==> src/rtl/cdc_multi_channel_receiver_pkg.sv <==
// Shared types and helpers for the multi-channel req/ack receive bridge.
// Latency: n/a (declarations only).
// Backpressure: n/a (declarations only).
package cdc_multi_channel_receiver_pkg;

    // Per-channel handshake state; encodings are fixed so debug dumps read consistently.
    typedef enum logic [1:0] {
        RX_IDLE    = 2'd0,
        RX_CAPTURE = 2'd1,
        RX_HOLD    = 2'd2
    } rx_state_e;

    // Watchdog counter width; a disabled watchdog keeps a minimal 1-bit counter held at zero.
    function automatic int unsigned stale_cnt_width(input int unsigned stale_cycles);
        return (stale_cycles == 0) ? 1 : $clog2(stale_cycles + 1);
    endfunction

endpackage

==> src/rtl/cdc_rx_channel.sv <==
// One receive channel: req synchroniser, 4-phase capture FSM, change detect, staleness watchdog.
// Latency: src_req rise to out_data/out_valid/dst_ack update = SYNC_STAGES+1 clk.
// Backpressure: none on the clk side; the source is throttled by holding dst_ack until req drops.
module cdc_rx_channel
    import cdc_multi_channel_receiver_pkg::*;
#(
    parameter int unsigned DATA_WIDTH   = 8,
    parameter int unsigned SYNC_STAGES  = 2,
    parameter int unsigned STALE_CYCLES = 1024,
    parameter bit          CHANGE_ONLY  = 1'b0
) (
    input  logic                  clk,
    input  logic                  rst,
    input  logic                  src_req,
    input  logic [DATA_WIDTH-1:0] src_data,
    output logic                  dst_ack,
    output logic [DATA_WIDTH-1:0] out_data,
    output logic                  out_valid,
    output logic                  out_changed,
    output logic                  stale
);

    localparam int unsigned CW = stale_cnt_width(STALE_CYCLES);
    localparam logic [CW-1:0] STALE_MAX = CW'(STALE_CYCLES);

    generate
        if (SYNC_STAGES < 2) begin : g_bad_sync
            $error("cdc_rx_channel: SYNC_STAGES must be >= 2");
        end
    endgenerate

    (* ASYNC_REG = "TRUE" *) logic [SYNC_STAGES-1:0] sync_q;
    logic [SYNC_STAGES-1:0] sync_d;
    logic                   req_s;

    rx_state_e              state_q, state_d;
    logic                   ack_q, ack_d;
    logic [DATA_WIDTH-1:0]  data_q, data_d;
    logic                   valid_q, valid_d;
    logic                   changed_q, changed_d;
    logic [CW-1:0]          cnt_q, cnt_d;
    logic                   capture;
    logic                   diff;

    // Shift the asynchronous req level through the synchroniser chain.
    always_comb begin
        sync_d = {sync_q[SYNC_STAGES-2:0], src_req};
    end

    assign req_s = sync_q[SYNC_STAGES-1];

    // Synchroniser flops: only req crosses here, data is never sampled until capture.
    always_ff @(posedge clk) begin
        if (rst) begin
            sync_q <= '0;
        end else begin
            sync_q <= sync_d;
        end
    end

    // Handshake FSM: the capture edge loads data, raises ack and emits the pulses together.
    always_comb begin
        state_d   = state_q;
        ack_d     = ack_q;
        data_d    = data_q;
        valid_d   = 1'b0;
        changed_d = 1'b0;
        capture   = 1'b0;
        diff      = (src_data != data_q);
        case (state_q)
            RX_IDLE: begin
                ack_d = 1'b0;
                if (req_s) begin
                    capture   = 1'b1;
                    state_d   = RX_CAPTURE;
                    ack_d     = 1'b1;
                    data_d    = src_data;
                    changed_d = diff;
                    valid_d   = CHANGE_ONLY ? diff : 1'b1;
                end
            end
            RX_CAPTURE: begin
                ack_d   = 1'b1;
                state_d = RX_HOLD;
            end
            RX_HOLD: begin
                ack_d = 1'b1;
                if (!req_s) begin
                    ack_d   = 1'b0;
                    state_d = RX_IDLE;
                end
            end
            default: begin
                ack_d   = 1'b0;
                state_d = RX_IDLE;
            end
        endcase
    end

    // Staleness counter: saturates rather than wrapping so stale stays asserted once reached.
    always_comb begin
        cnt_d = cnt_q;
        if (capture || (STALE_CYCLES == 0)) begin
            cnt_d = '0;
        end else if (cnt_q != STALE_MAX) begin
            cnt_d = cnt_q + CW'(1);
        end
    end

    // FSM, captured data, pulse and watchdog registers.
    always_ff @(posedge clk) begin
        if (rst) begin
            state_q   <= RX_IDLE;
            ack_q     <= 1'b0;
            data_q    <= '0;
            valid_q   <= 1'b0;
            changed_q <= 1'b0;
            cnt_q     <= '0;
        end else begin
            state_q   <= state_d;
            ack_q     <= ack_d;
            data_q    <= data_d;
            valid_q   <= valid_d;
            changed_q <= changed_d;
            cnt_q     <= cnt_d;
        end
    end

    assign dst_ack     = ack_q;
    assign out_data    = data_q;
    assign out_valid   = valid_q;
    assign out_changed = changed_q;
    assign stale       = (STALE_CYCLES != 0) && (cnt_q == STALE_MAX);

endmodule

==> src/rtl/cdc_multi_channel_receiver.sv <==
// Receive side of a 4-phase req/ack bridge for NUM_CHANNELS independent registers into clk.
// Latency: src_req rise to out_data/out_valid/dst_ack update = SYNC_STAGES+1 clk per channel.
// Backpressure: per channel, dst_ack stays high until the source drops req; no cross-channel coupling.
module cdc_multi_channel_receiver
    import cdc_multi_channel_receiver_pkg::*;
#(
    parameter int unsigned DATA_WIDTH   = 8,
    parameter int unsigned NUM_CHANNELS = 4,
    parameter int unsigned SYNC_STAGES  = 2,
    parameter int unsigned STALE_CYCLES = 1024,
    parameter bit          CHANGE_ONLY  = 1'b0
) (
    input  logic                               clk,
    input  logic                               rst,
    input  logic [NUM_CHANNELS-1:0]            src_req,
    input  logic [NUM_CHANNELS*DATA_WIDTH-1:0] src_data,
    output logic [NUM_CHANNELS-1:0]            dst_ack,
    output logic [NUM_CHANNELS*DATA_WIDTH-1:0] out_data,
    output logic [NUM_CHANNELS-1:0]            out_valid,
    output logic [NUM_CHANNELS-1:0]            out_changed,
    output logic [NUM_CHANNELS-1:0]            stale
);

    generate
        if (NUM_CHANNELS < 1) begin : g_bad_channels
            $error("cdc_multi_channel_receiver: NUM_CHANNELS must be >= 1");
        end

        // Channels are fully independent; each gets its own synchroniser, FSM and watchdog.
        for (genvar i = 0; i < NUM_CHANNELS; i++) begin : g_ch
            cdc_rx_channel #(
                .DATA_WIDTH   (DATA_WIDTH),
                .SYNC_STAGES  (SYNC_STAGES),
                .STALE_CYCLES (STALE_CYCLES),
                .CHANGE_ONLY  (CHANGE_ONLY)
            ) u_ch (
                .clk         (clk),
                .rst         (rst),
                .src_req     (src_req[i]),
                .src_data    (src_data[i*DATA_WIDTH +: DATA_WIDTH]),
                .dst_ack     (dst_ack[i]),
                .out_data    (out_data[i*DATA_WIDTH +: DATA_WIDTH]),
                .out_valid   (out_valid[i]),
                .out_changed (out_changed[i]),
                .stale       (stale[i])
            );
        end
    endgenerate

endmodule

==> config.mk <==
export PLATFORM = sky130hd
export DESIGN_NAME = cdc_multi_channel_receiver
export DESIGN_NICKNAME = d
export VERILOG_FILES = /design/src/rtl/cdc_multi_channel_receiver_pkg.sv /design/src/rtl/cdc_rx_channel.sv /design/src/rtl/cdc_multi_channel_receiver.sv
export SDC_FILE = /design/constraint.sdc
export NUM_CORES = 1
export LEC_CHECK = 0
export CAP_MARGIN = 5
export CORE_AREA = 2 2 109 111
export CTS_CLUSTER_DIAMETER = 30
export DETAILED_ROUTE_END_ITERATION = 12
export DIE_AREA = 0 0 111 113
export MAX_ROUTING_LAYER = met4
export PLACE_DENSITY_LB_ADDON = 0.3
export SLEW_MARGIN = 20
export SYNTH_ARGS = -nofsm -noshare
export SYNTH_HDL_FRONTEND = slang
export SYNTH_SLANG_ARGS = --single-unit
==> constraint.sdc <==
create_clock -name clk -period 1.57 [get_ports clk]
set_input_delay 0.314 -clock clk [delete_from_list [all_inputs] [get_ports clk]]
set_output_delay 0.314 -clock clk [all_outputs]
set_load 0.1 [all_outputs]
==> flow_summary.yaml, run 1 <==
status:
  outcome: "complete, but fails checks"
  violations: "negative setup slack"
yosys:
  synth_compound_area_share_pct: 15.2
  synth-edff-count: 0
  synthAdderAreaFrac_pct: 2.23
  syn_inst: 454
  synth-simple-area-share_pct: 21.0
  synth_area_mm2: 0.00449
  async_flop_share_pct: 0
  ys_top_cells_by_area: "dfxtp_1 46%, xor2_1 7.8%, a22o_1 6.2%"
  synth_ff_type: "dfxtp_1"
  muxShareOfSynthArea_pct: 1.78
  avgSynthCellArea_um2: 9.89
  yosys.area.top_type: "dfxtp_1"
  synthesis.nets: 500
  synth_top_area_share_pct: 46.4
  yosysSeqAreaShare_pct: 46.4
  synth_xor_area_share_pct: 7.80
  synth-seq-cells: 104
  synth_top_family_by_area: "simple AND/OR/NAND/NOR gates"
  ys_warn_count: 0
  synth_common_cells: "104 x dfxtp_1, 40 x xor2_1, 34 x nand3_1, 32 x a22o_1, 21 x a21oi_1"
  synth.most_common_cell: "dfxtp_1"
  synth_cell_types: 39
clocking:
  clk_pin_slew_ps: 70
  cts_buffers: 9
  insertion_delay_ps: 340
  cts_tree: "yes"
  htree_levels: 3
  cts_max_path_buffers: 2
  cts.sinks: 104
  cts_root_buffer: "clkbuf_16"
drt:
  wl_um: 10300
  viasPerCell: 5.40
  wl_per_cell_um: 14.7
  antenna_left: 0
  vias: 3799
  drt_iter0_drc: 167
  drt-pass1-iter-count: 4
  drc: 0
critical_path:
  rr_worst_depth: 4
  end_kind: "output port"
  crit_required_ps: 1260
  crit_path_start_kind: "flip-flop"
  critical_path_peak_fanout: 2
  cp.arrival_ps: 1450
  worstSetupPathType: "flip-flop to output port"
global_routing:
  grt_pass1_wl_um: 16900
  grt_max_degree: 20
  grt_use_total_pct: 16.5
  grt_pass1_vias: 3702
  grt_overflow: 0
  antenna_found_initial: 0
floorplanning:
  row_count: 39
  die-area_mm2: 0.0125
  start_util_pct: 39.8
  ioPinCount: 86
  core_mm2: 0.0113
  die_h_um: 113
  die_x_um: 111
power:
  ir_drop_uv: 584
  p_per_area_mw_per_mm2: 895
  leakage_uw: 0.00249
finish:
  final_util_pct: 58.4
  syn_to_final_growth_pct: 46.5
  final_nets: 601
  drive_above_1_share_pct: 31.8
  diodes: 0
  nFillCells: 924
timing:
  tightest_slew_ps: 526
  rsz0062_at_grt: "true"
  report.final.slew_viol_count: 0
  min_period_ps: 1760
  clock_skew_ps: 12.9
  fin_crit_sh_pct: 112
  timing.fmax_mhz: 567
  setup_viol: 4
  hold_violations: 0
  setup_ws_ps: -195
  max_slew_margin_pct: 64.9
worst_hold_path:
  hold_depth: 1
  min_path_type: "flip-flop to flip-flop"
placement:
  port_buffers: 85
  routabilityCongestion: 0.873
  pre_cts_ws_ps: -104
  post-dp-hpwl_um: 7020
job:
  cap_violations: 0
[cell type report]
type | instances | area, um2 | share of cell area (%)
Clock buffer | 10 | 239 | 3.63
Inverter | 15 | 56.3 | 0.856
Sequential cell | 104 | 2150 | 32.7
Tap cell | 143 | 179 | 2.72
Multi-Input combinational cell | 302 | 2280 | 34.7
Clock inverter | 6 | 56.3 | 0.856
Timing Repair Buffer | 123 | 1620 | 24.6
[timing repair]
action,4_1_cts,5_1_grt
hold buffers,0,0
pin swaps,11,1
gates resized for setup,48,14
buffers inserted,11,6
endpoints found under the setup margin,4,19
gates cloned,0,0
[flip-flops by register name (all words and copies together) (netlist names)]
signal / count
g_ch.u_ch.sync_q: 8
g_ch.u_ch.cnt_q: 44
g_ch.u_ch.state_q: 8
g_ch.u_ch.out_valid: 4
g_ch.u_ch.out_changed: 4
g_ch.u_ch.out_data: 32
g_ch.u_ch.dst_ack: 4
[logic make-up after synthesis]
| family | after synthesis |
|---|---|
| AO/OA/AOI/OAI | 96 |
| XOR/XNOR | 40 |
| adder cells (fa/ha/maj) | 8 |
| buffers and inverters | 48 |
| flip-flops | 104 |
| multiplexers | 8 |
| AND/OR/NAND/NOR | 150 |
[per-stage QoR]
step           setup TNS [ps]  std cells  cell area [um2]  hold WS, ps  power [uW]
2_1_floorplan           -3.62        454             4520          414        3350
3_3_place_gp             -885        670             5980          420        3710
3_5_place_dp            -1640        670             5980          427        3730
4_1_cts                  -674        697             6500          439        5930
5_1_grt                  -912        703             6580          447        6090
6_report                 -668        703             6580          432        5890
[metal layers]
layer / track usage, % / vias up / share of wire, %
li1: - / 1856 / -
met1: 20.5 / 1822 / 45
met2: 27.3 / 107 / 49
met3: 3.16 / 14 / 4.4
met4: 5.67 / 0 / 1.5
met5: - / - / 0
[where the power goes]
group | internal [uW] | switching (uW)
registers | 2710 | 87.6
logic | 379 | 512
clock network | 1160 | 1040
total | 4250 | 1640
[worst max-delay path: stages, from the launching register on]
cell and delay [ps]:
dfxtp_2 340, nor4b_2 280, and4b_2 310, buf_12 180
[cells in the final DEF (no fill, tap or decap), drive strengths merged, types with 15 or more instances in the layout]
master	instances
nand3	34
buf	86
nor4	15
xor2	40
inv	20
a22o	32
a21oi	21
dfxtp	104
nor2	16
clkdlybuf4s50	37
[path summary, 6_finish.rpt]
check / start / slack (ps) / endpoint
max reg2reg: g_ch[3].u_ch.cnt_q[2] / 50 / g_ch[3].u_ch.cnt_q[9]
min: g_ch[0].u_ch.sync_q[0] / 430 / g_ch[0].u_ch.sync_q[1]
min reg2reg: g_ch[0].u_ch.sync_q[0] / 430 / g_ch[0].u_ch.sync_q[1]
max: g_ch[3].u_ch.cnt_q[9] / -190 / stale[3]
No activity file was read; power rests on OpenSTA's default activity.
==> run 2, diff against run 1 <==
--- a/config.mk
+++ b/config.mk
@@ -7,7 +7,7 @@
 export LEC_CHECK = 0
 export CAP_MARGIN = 5
 export CORE_AREA = 2 2 109 111
-export CTS_CLUSTER_DIAMETER = 30
+export CTS_CLUSTER_DIAMETER = 80
 export DETAILED_ROUTE_END_ITERATION = 12
 export DIE_AREA = 0 0 111 113
 export MAX_ROUTING_LAYER = met4
==> results of run 2 <==
The final DEF is identical to that of run 1; final timing and power are the same.
==> run 3, diff against run 2 <==
--- a/config.mk
+++ b/config.mk
@@ -10,6 +10,7 @@
 export CTS_CLUSTER_DIAMETER = 80
 export DETAILED_ROUTE_END_ITERATION = 12
 export DIE_AREA = 0 0 111 113
+export HOLD_SLACK_MARGIN = 0.05
 export MAX_ROUTING_LAYER = met4
 export PLACE_DENSITY_LB_ADDON = 0.3
 export SLEW_MARGIN = 20
==> results of run 3 <==
The final DEF is identical to that of run 1; final timing and power are the same.
